--- src/rtl/coriolis_stream_sink_pkg.sv ---
// Shared constants for the coriolis stream sink and its FIFO.
// Holds the stream word width, the flopoco exception-field encoding and the
// default slack derived from the deepest kernel pipeline.
package coriolis_stream_sink_pkg;

  // 32-bit float plus the 2-bit flopoco exception field, carried opaquely.
  localparam int STREAMW_DEF = 34;

  // flopoco exception field value for an ordinary (normal) number.
  localparam logic [1:0] FLOPOCO_EXC_NORMAL = 2'b01;

  // Deepest kernel pipeline is FPAdd; that many results can still be in
  // flight after iready drops.
  localparam int FPADD_LATENCY = 8;
  localparam int SLACK_DEF     = FPADD_LATENCY;

endpackage

--- src/rtl/coriolis_fwft_fifo.sv ---
// First-word-fall-through FIFO: storage, wrapping pointers and occupancy.
// Ports: push/push_dat (caller guarantees space or a same-cycle pop),
//        pop/pop_dat (pop_dat is the head, valid whenever !empty), full/empty/occ.
module coriolis_fwft_fifo
  import coriolis_stream_sink_pkg::*;
#(
  parameter int W     = STREAMW_DEF,
  parameter int DEPTH = 16,
  parameter int AW    = 4
) (
  input  logic          clk,
  input  logic          rst_n,
  input  logic          push,
  input  logic [W-1:0]  push_dat,
  input  logic          pop,
  output logic [W-1:0]  pop_dat,
  output logic          full,
  output logic          empty,
  output logic [AW:0]   occ
);

  logic [W-1:0]  mem_q [DEPTH];
  logic [AW-1:0] wr_ptr_q, wr_ptr_d;
  logic [AW-1:0] rd_ptr_q, rd_ptr_d;
  logic [AW:0]   occ_q, occ_d;

  always_comb begin
    wr_ptr_d = wr_ptr_q + AW'(push);
    rd_ptr_d = rd_ptr_q + AW'(pop);
    occ_d    = occ_q + (AW+1)'(push) - (AW+1)'(pop);
  end

  always_ff @(posedge clk or negedge rst_n) begin
    if (!rst_n) begin
      wr_ptr_q <= '0;
      rd_ptr_q <= '0;
      occ_q    <= '0;
    end else begin
      wr_ptr_q <= wr_ptr_d;
      rd_ptr_q <= rd_ptr_d;
      occ_q    <= occ_d;
    end
  end

  // Storage needs no reset: emptiness is tracked by occ_q alone.
  always_ff @(posedge clk) begin
    if (push) mem_q[wr_ptr_q] <= push_dat;
  end

  assign pop_dat = mem_q[rd_ptr_q];
  assign full    = (occ_q == (AW+1)'(DEPTH));
  assign empty   = (occ_q == '0);
  assign occ     = occ_q;

endmodule

--- src/rtl/coriolis_stream_sink.sv ---
// Terminating sink for a kernel output stream: FWFT buffer, slack-based ready, result counter.
// Ports: ivalid/in1/iready from the kernel, ovalid/out1/oready toward the writer,
//        count/done/overflow status; rst is asynchronous active-low.
module coriolis_stream_sink
  import coriolis_stream_sink_pkg::*;
#(
  parameter int STREAMW = STREAMW_DEF,
  parameter int DEPTH   = 16,
  parameter int AW      = 4,
  parameter int SLACK   = SLACK_DEF,
  parameter int NELEM   = 1024,
  parameter int CW      = 16
) (
  input  logic               clk,
  input  logic               rst,
  input  logic               ivalid,
  input  logic [STREAMW-1:0] in1,
  output logic               iready,
  output logic               ovalid,
  output logic [STREAMW-1:0] out1,
  input  logic               oready,
  output logic [CW-1:0]      count,
  output logic               done,
  output logic               overflow
);

  // Ready stays high only while more than SLACK slots would remain free,
  // i.e. occupancy strictly below DEPTH-SLACK.
  localparam logic [AW:0] OCC_THRESH = (AW+1)'(DEPTH - SLACK);

  logic          fifo_full, fifo_empty;
  logic [AW:0]   fifo_occ, occ_next;
  logic          push, pop;
  logic          iready_q, iready_d;
  logic [CW-1:0] count_q, count_d;
  logic          done_q, done_d;
  logic          overflow_q, overflow_d;

  // iready is advisory: a word is taken whenever a slot exists, including
  // the slot a same-cycle pop frees.
  assign pop  = !fifo_empty && oready;
  assign push = ivalid && (!fifo_full || pop);

  always_comb begin
    occ_next   = fifo_occ + (AW+1)'(push) - (AW+1)'(pop);
    iready_d   = (occ_next < OCC_THRESH);
    count_d    = (pop && (count_q != '1)) ? count_q + 1'b1 : count_q;
    done_d     = done_q || ((count_d == CW'(NELEM)) && (count_q != count_d));
    overflow_d = overflow_q || (ivalid && fifo_full && !pop);
  end

  always_ff @(posedge clk or negedge rst) begin
    if (!rst) begin
      iready_q   <= 1'b0;
      count_q    <= '0;
      done_q     <= 1'b0;
      overflow_q <= 1'b0;
    end else begin
      iready_q   <= iready_d;
      count_q    <= count_d;
      done_q     <= done_d;
      overflow_q <= overflow_d;
    end
  end

  coriolis_fwft_fifo #(
    .W     (STREAMW),
    .DEPTH (DEPTH),
    .AW    (AW)
  ) u_fifo (
    .clk      (clk),
    .rst_n    (rst),
    .push     (push),
    .push_dat (in1),
    .pop      (pop),
    .pop_dat  (out1),
    .full     (fifo_full),
    .empty    (fifo_empty),
    .occ      (fifo_occ)
  );

  assign ovalid   = !fifo_empty;
  assign iready   = iready_q;
  assign count    = count_q;
  assign done     = done_q;
  assign overflow = overflow_q;

endmodule

--- config.mk ---
export PLATFORM = sky130hd
export DESIGN_NAME = coriolis_stream_sink
export DESIGN_NICKNAME = d
export VERILOG_FILES = /design/src/rtl/coriolis_stream_sink_pkg.sv /design/src/rtl/coriolis_fwft_fifo.sv /design/src/rtl/coriolis_stream_sink.sv
export SDC_FILE = /design/constraint.sdc
export NUM_CORES = 1
export LEC_CHECK = 0
export BUFFER_PORTS_ARGS = -buffer_cell sky130_fd_sc_hd__buf_2
export CORE_ASPECT_RATIO = 2
export CORE_MARGIN = 3
export CORE_UTILIZATION = 40
export DETAILED_ROUTE_END_ITERATION = 8
export PLACE_DENSITY = 0.65
export SYNTH_ARGS = -nofsm -noshare
export SYNTH_HDL_FRONTEND = slang
export SYNTH_SLANG_ARGS = --single-unit
--- constraint.sdc ---
create_clock -name clk -period 9.3 [get_ports clk]
set_clock_uncertainty 0.2 [all_clocks]
set_input_delay 2.79 -clock clk [delete_from_list [all_inputs] [get_ports clk]]
set_output_delay 2.79 -clock clk [all_outputs]
set_load 0.02 [all_outputs]
* Word level (Yosys, flattened, before mapping) *
Memory sizes are Yosys's and may differ from the RTL's.
Cells that the tools add are included.
W data, S select, Z words.

storage, ports and cells
  bits in registers = 32
  bits in writable memories = 544
  logic and storage cells = 34
  memories = 1

memories
  memory        depth  width  rd ports  clocked after memory_dff  wr ports  RTL line                  RTL
  u_fifo.mem_q  16     34     1         0                         1         coriolis_fwft_fifo.sv:22  logic [W-1:0] mem_q [DEPTH];

cells by class
  add/subtract/negate cells = 5
  $lt $le $gt $ge = 1
  equal/unequal tests = 4
  mux-type cells = 3
  reductions and logical operators = 13

operators by type and width
  cell                     count
  $add A16 B1 Y16 const B  1
  $eq A16 B11 Y1 const B   1
  $mux W16                 1
  $ne A16 B16 Y1           1
  $ne A16 B16 Y1 const B   1
  $add A4 B1 Y4            2
  $logic_and A1 B1 Y1      6
  $add A5 B1 Y5            1
  $eq A5 B5 Y1 const B     1
  $logic_not A5 Y1         1
  $lt A5 B4 Y1 const B     1
  $sub A5 B1 Y5            1
  $logic_not A1 Y1         3
  $logic_or A1 B1 Y1       3
  $mux W1                  2

* Longest topological paths before layout *
  word-level depth = 8
  mapped depth = 16

* By module *
A second synthesis with hierarchy kept.

unflattened totals
  cells, all modules = 1186
  area total of the unflattened synthesis = 22880.7 um^2

modules (own cells, without submodules)
  module                instances  cells each  area each (um^2)  sequential area each (um^2)
  coriolis_fwft_fifo    1          1050        21604.5           16661.0
  coriolis_stream_sink  1          136         1276.2            475.5

* Least setup slack after synthesis *
OpenSTA, ideal clock, no wires.

  path type = input -> register
  from = in oready
  to = mem u_fifo.mem_q[0][0] (netlist name), enable pin
  library setup time = 467 ps
  arrival time = 5688 ps
  data required time = 8633 ps
  setup slack = 2944 ps
  cell stages on the path = 5
  path buffers = 0
  path through = nor4b_1 nand2_1 nand2_1 or3_1 nor3_1

on the way
  longest elaborated chain between the ends = 5

ends and longest elaborated chain
  element                        RTL line                    RTL
  start: declaration             coriolis_stream_sink.sv:21  input logic oready,
  $logic_and A1 B1 Y1            coriolis_stream_sink.sv:41  assign pop = !fifo_empty && oready;
  $logic_or A1 B1 Y1             coriolis_stream_sink.sv:42  assign push = ivalid && (!fifo_full || pop);
  $logic_and A1 B1 Y1            coriolis_stream_sink.sv:42
  $mux W1                        coriolis_fwft_fifo.sv:47    if (push) mem_q[wr_ptr_q] <= push_dat;
  $mux W1 (implied by the code)  coriolis_fwft_fifo.sv:47
  end: declaration               coriolis_fwft_fifo.sv:22

No other way between the ends.

* Final worst setup path *
  from = reg u_fifo.rd_ptr_q[0]
  to = out out1[5]

on the way
  longest elaborated chain between the ends = 1

ends and longest elaborated chain
  element                   RTL line                    RTL
  start: declaration        coriolis_fwft_fifo.sv:24    logic [AW-1:0] rd_ptr_q, rd_ptr_d;
  start signal: assignment  coriolis_fwft_fifo.sv:40    rd_ptr_q <= rd_ptr_d;
  $mem_v2 Z16 W34           n/a
  end: declaration          coriolis_stream_sink.sv:20  output logic [STREAMW-1:0] out1,

No other way between the ends.

==> run metrics <==
Final Hold Viols 0; postcts setup bufs 0; Worst-Margin Slew 1.02 ns; Seq/Total Area, Yosys 76.1%; CTS tree built; GRT Util Overall 16.7%; Worst VDD drop 0.222 mV; Die Wd 174 um; Final HPWL DP 27,600 um; Initial DRC Count 763; post-synthesis xor/xnor area fraction 0.967%; CTS H-tree depth 2; uppermost routed layer met5; synth warn 0; initial antenna violation count 5; Fmax 154 MHz; Starting Density 40.5%; Yosys reg bits 576; status finished clean; Num CTS Buffers 48; Tcrit/Tclk final 69.8%; Root Driver clkbuf_16; post-synth top area share 72.5%; crit path time final 6.50 ns; count of flip-flops with a built-in enable after synthesis 544; max-slew violation count 0; post-layout util 46.0%; DR vias/cell 5.45; routed length on met3 2290 um; CP Launch Type flip-flop; Post-Synth Adder-Cell Area 0.700%; Synth cell types 47; relative slew slack 31.8%; core box area 55,600 um^2; die area 59,300 um^2; post-cts resize count 0; Pwr Density 305 nW/um^2; MaxCap Viol Count 0; row cnt 122; Setup Crit Path Kind flip-flop to output port; final-report setup violation count 0; synthesized cell area 22,500 um^2; Worst Path Required 6.31 ns; Leakage 8.62 nW; area delta synth->final 13.5%; clk_lat worst skew 0.57 ns; largest area contributor in the netlist edfxtp_1; CP Capture Type output port; Top FF cell, synth edfxtp_1; final wirelength 50,100 um; ANT nets after route 0; IO Count 92; routability cong. 0.765; DR vias 11,402; Async SR Flop Fraction 5.56%; Avg Cell Area, Syn 18.7 um^2; Die Y 342 um; Post-Synth Simple-Gate Area 2.96%; DRC 0; RSZ-0062 raised after global routing false; final net count 1,359; Overflow after GRT 0; Routed met1 length 18,500 um; router iterations before antenna repair 5; clock slew at reported path FFs 0.07 ns; layout cells sized above 1 22.8%; Worst Hold Class flip-flop to flip-flop; compound-cell area share of the yosys netlist 4.81%; top cells by area, synth edfxtp_1 73%, mux4_2 6.8%, mux2i_1 5.2%, dfrtp_1 3.6%, a221oi_1 1.3%; largest net degree at the start of global routing 130; largest family of logic cells by synthesized area multiplexers; Setup TNS 0 ns; wire length per cell 23.9 um; crit-path max FO 129; multiplexer share of the synthesized area 13.1%; Port-buffer cells 91; global-route wire length before repair 74,600 um; met2 WL post-DR 27,900 um; Max Buffers Root-to-Sink 3; syn_nets 1,253; vias in the first global route 11,919; Worst Path Arrival 3.51 ns; clk sinks 576; Post-CTS Hold Fix Bufs 0; Synth Instances 1,203
==> power by group <==
part / leakage (nW) / switching [mW] / internal [mW]
logic: 2.57 / 1.52 / 0.936
clock network: 0.743 / 0.894 / 1.10
registers: 5.30 / 0.207 / 3.14
==> flip-flops by register name (all words and copies together), names as in the netlist <==
register	cells
done	1
iready	1
u_fifo.rd_ptr_q	4
overflow	1
u_fifo.occ	5
u_fifo.mem_q	544
count	16
u_fifo.wr_ptr_q	4
==> logic make-up after synthesis <==
kind of cell             Yosys count
flip-flops                       576
multiplexers                     207
AO/OA/AOI/OAI                    167
AND/OR/NAND/NOR                  140
buffers and inverters             77
XOR/XNOR                          24
adder cells (fa/ha/maj)           12
==> synthesized netlist by cell type (2+ instances only) <==
cell type / instances
xor2_1: 10
nand3_1: 5
nand2_1: 74
clkbuf_1: 39
nand4_1: 6
o21ai_0: 54
ha_1: 11
a21oi_1: 37
mux2i_1: 118
buf_1: 9
a221oi_1: 34
and2_1: 2
or3_1: 2
edfxtp_1: 544
nor4b_1: 2
nor4_1: 3
a31oi_1: 2
inv_1: 14
xnor2_1: 13
and4_1: 3
buf_2: 14
mux4_2: 68
nor2_1: 22
nor3_1: 8
a22oi_1: 34
dfrtp_1: 32
mux2_2: 21
nand2b_1: 3
==> metrics by stage <==
step	instance area [um^2]	hold slack [ns]	setup WS, ns	power [mW]	cells
6_report	25600	0.281	2.80	7.80	2094
3_5_place_dp	24000	0.269	3.31	5.92	2003
4_1_cts	25500	0.288	2.69	7.91	2092
2_1_floorplan	22500	0.273	2.94	5.03	1203
3_3_place_gp	24000	0.257	3.35	5.86	2003
5_1_grt	25600	0.306	2.58	8.18	2093
==> final timing paths <==
path / cells past startpoint / end / slack, ns / start
setup reg to reg: 16 / iready$_DFF_PN0_ / 6.13 / u_fifo.occ[3]$_DFF_PN0_
hold reg to reg: 2 / done$_DFF_PN0_ / 0.28 / done$_DFF_PN0_
min in group asynchronous: 1 / count[12]$_DFF_PN0_ / 2.09 / rst
setup / recovery: 7 / out1[5] / 2.80 / u_fifo.rd_ptr_q[0]$_DFF_PN0_
max in group asynchronous: 1 / u_fifo.rd_ptr_q[0]$_DFF_PN0_ / 6.24 / rst
hold / removal: 2 / done$_DFF_PN0_ / 0.28 / done$_DFF_PN0_
==> layer usage <==
layer  vias to the layer above  GRT usage, %
li1                       5044             -
met1                      5985          19.1
met2                       293          31.7
met3                        76          2.59
met4                         4          5.23
met5                         -             0
==> layout make-up <==
class,count,area [um^2]
sequential,576,17100
tap,744,931
fill,4739,30000
timing repair buffer,119,678
antenna,2,5.00
clock inverter,31,302
inverter,14,52.6
multi-input combinational,550,5190
clock buffer,58,1250
==> critical path, stage by stage (launching register included) <==
cell and delay (ns):
dfrtp_4 0.85, buf_12 0.70, mux2_2 0.41, o21ai_0 0.20, a21oi_1 0.12, a22oi_1 0.26, nand2_1 0.09, buf_2 0.17
==> cells in the final DEF, fill, tap and decap left out, types with 11 or more instances in the layout <==
master,instances
a21oi_1,37
a221oi_1,34
a22oi_1,34
buf_2,91
buf_4,27
clkbuf_16,48
clkinv_1,12
dfrtp_1,28
edfxtp_1,544
ha_1,11
inv_1,14
mux2_2,21
mux2i_1,118
mux4_2,68
nand2_1,74
nor2_4,12
o21ai_0,54
xnor2_1,13
Power figures use the tool's default switching activity.
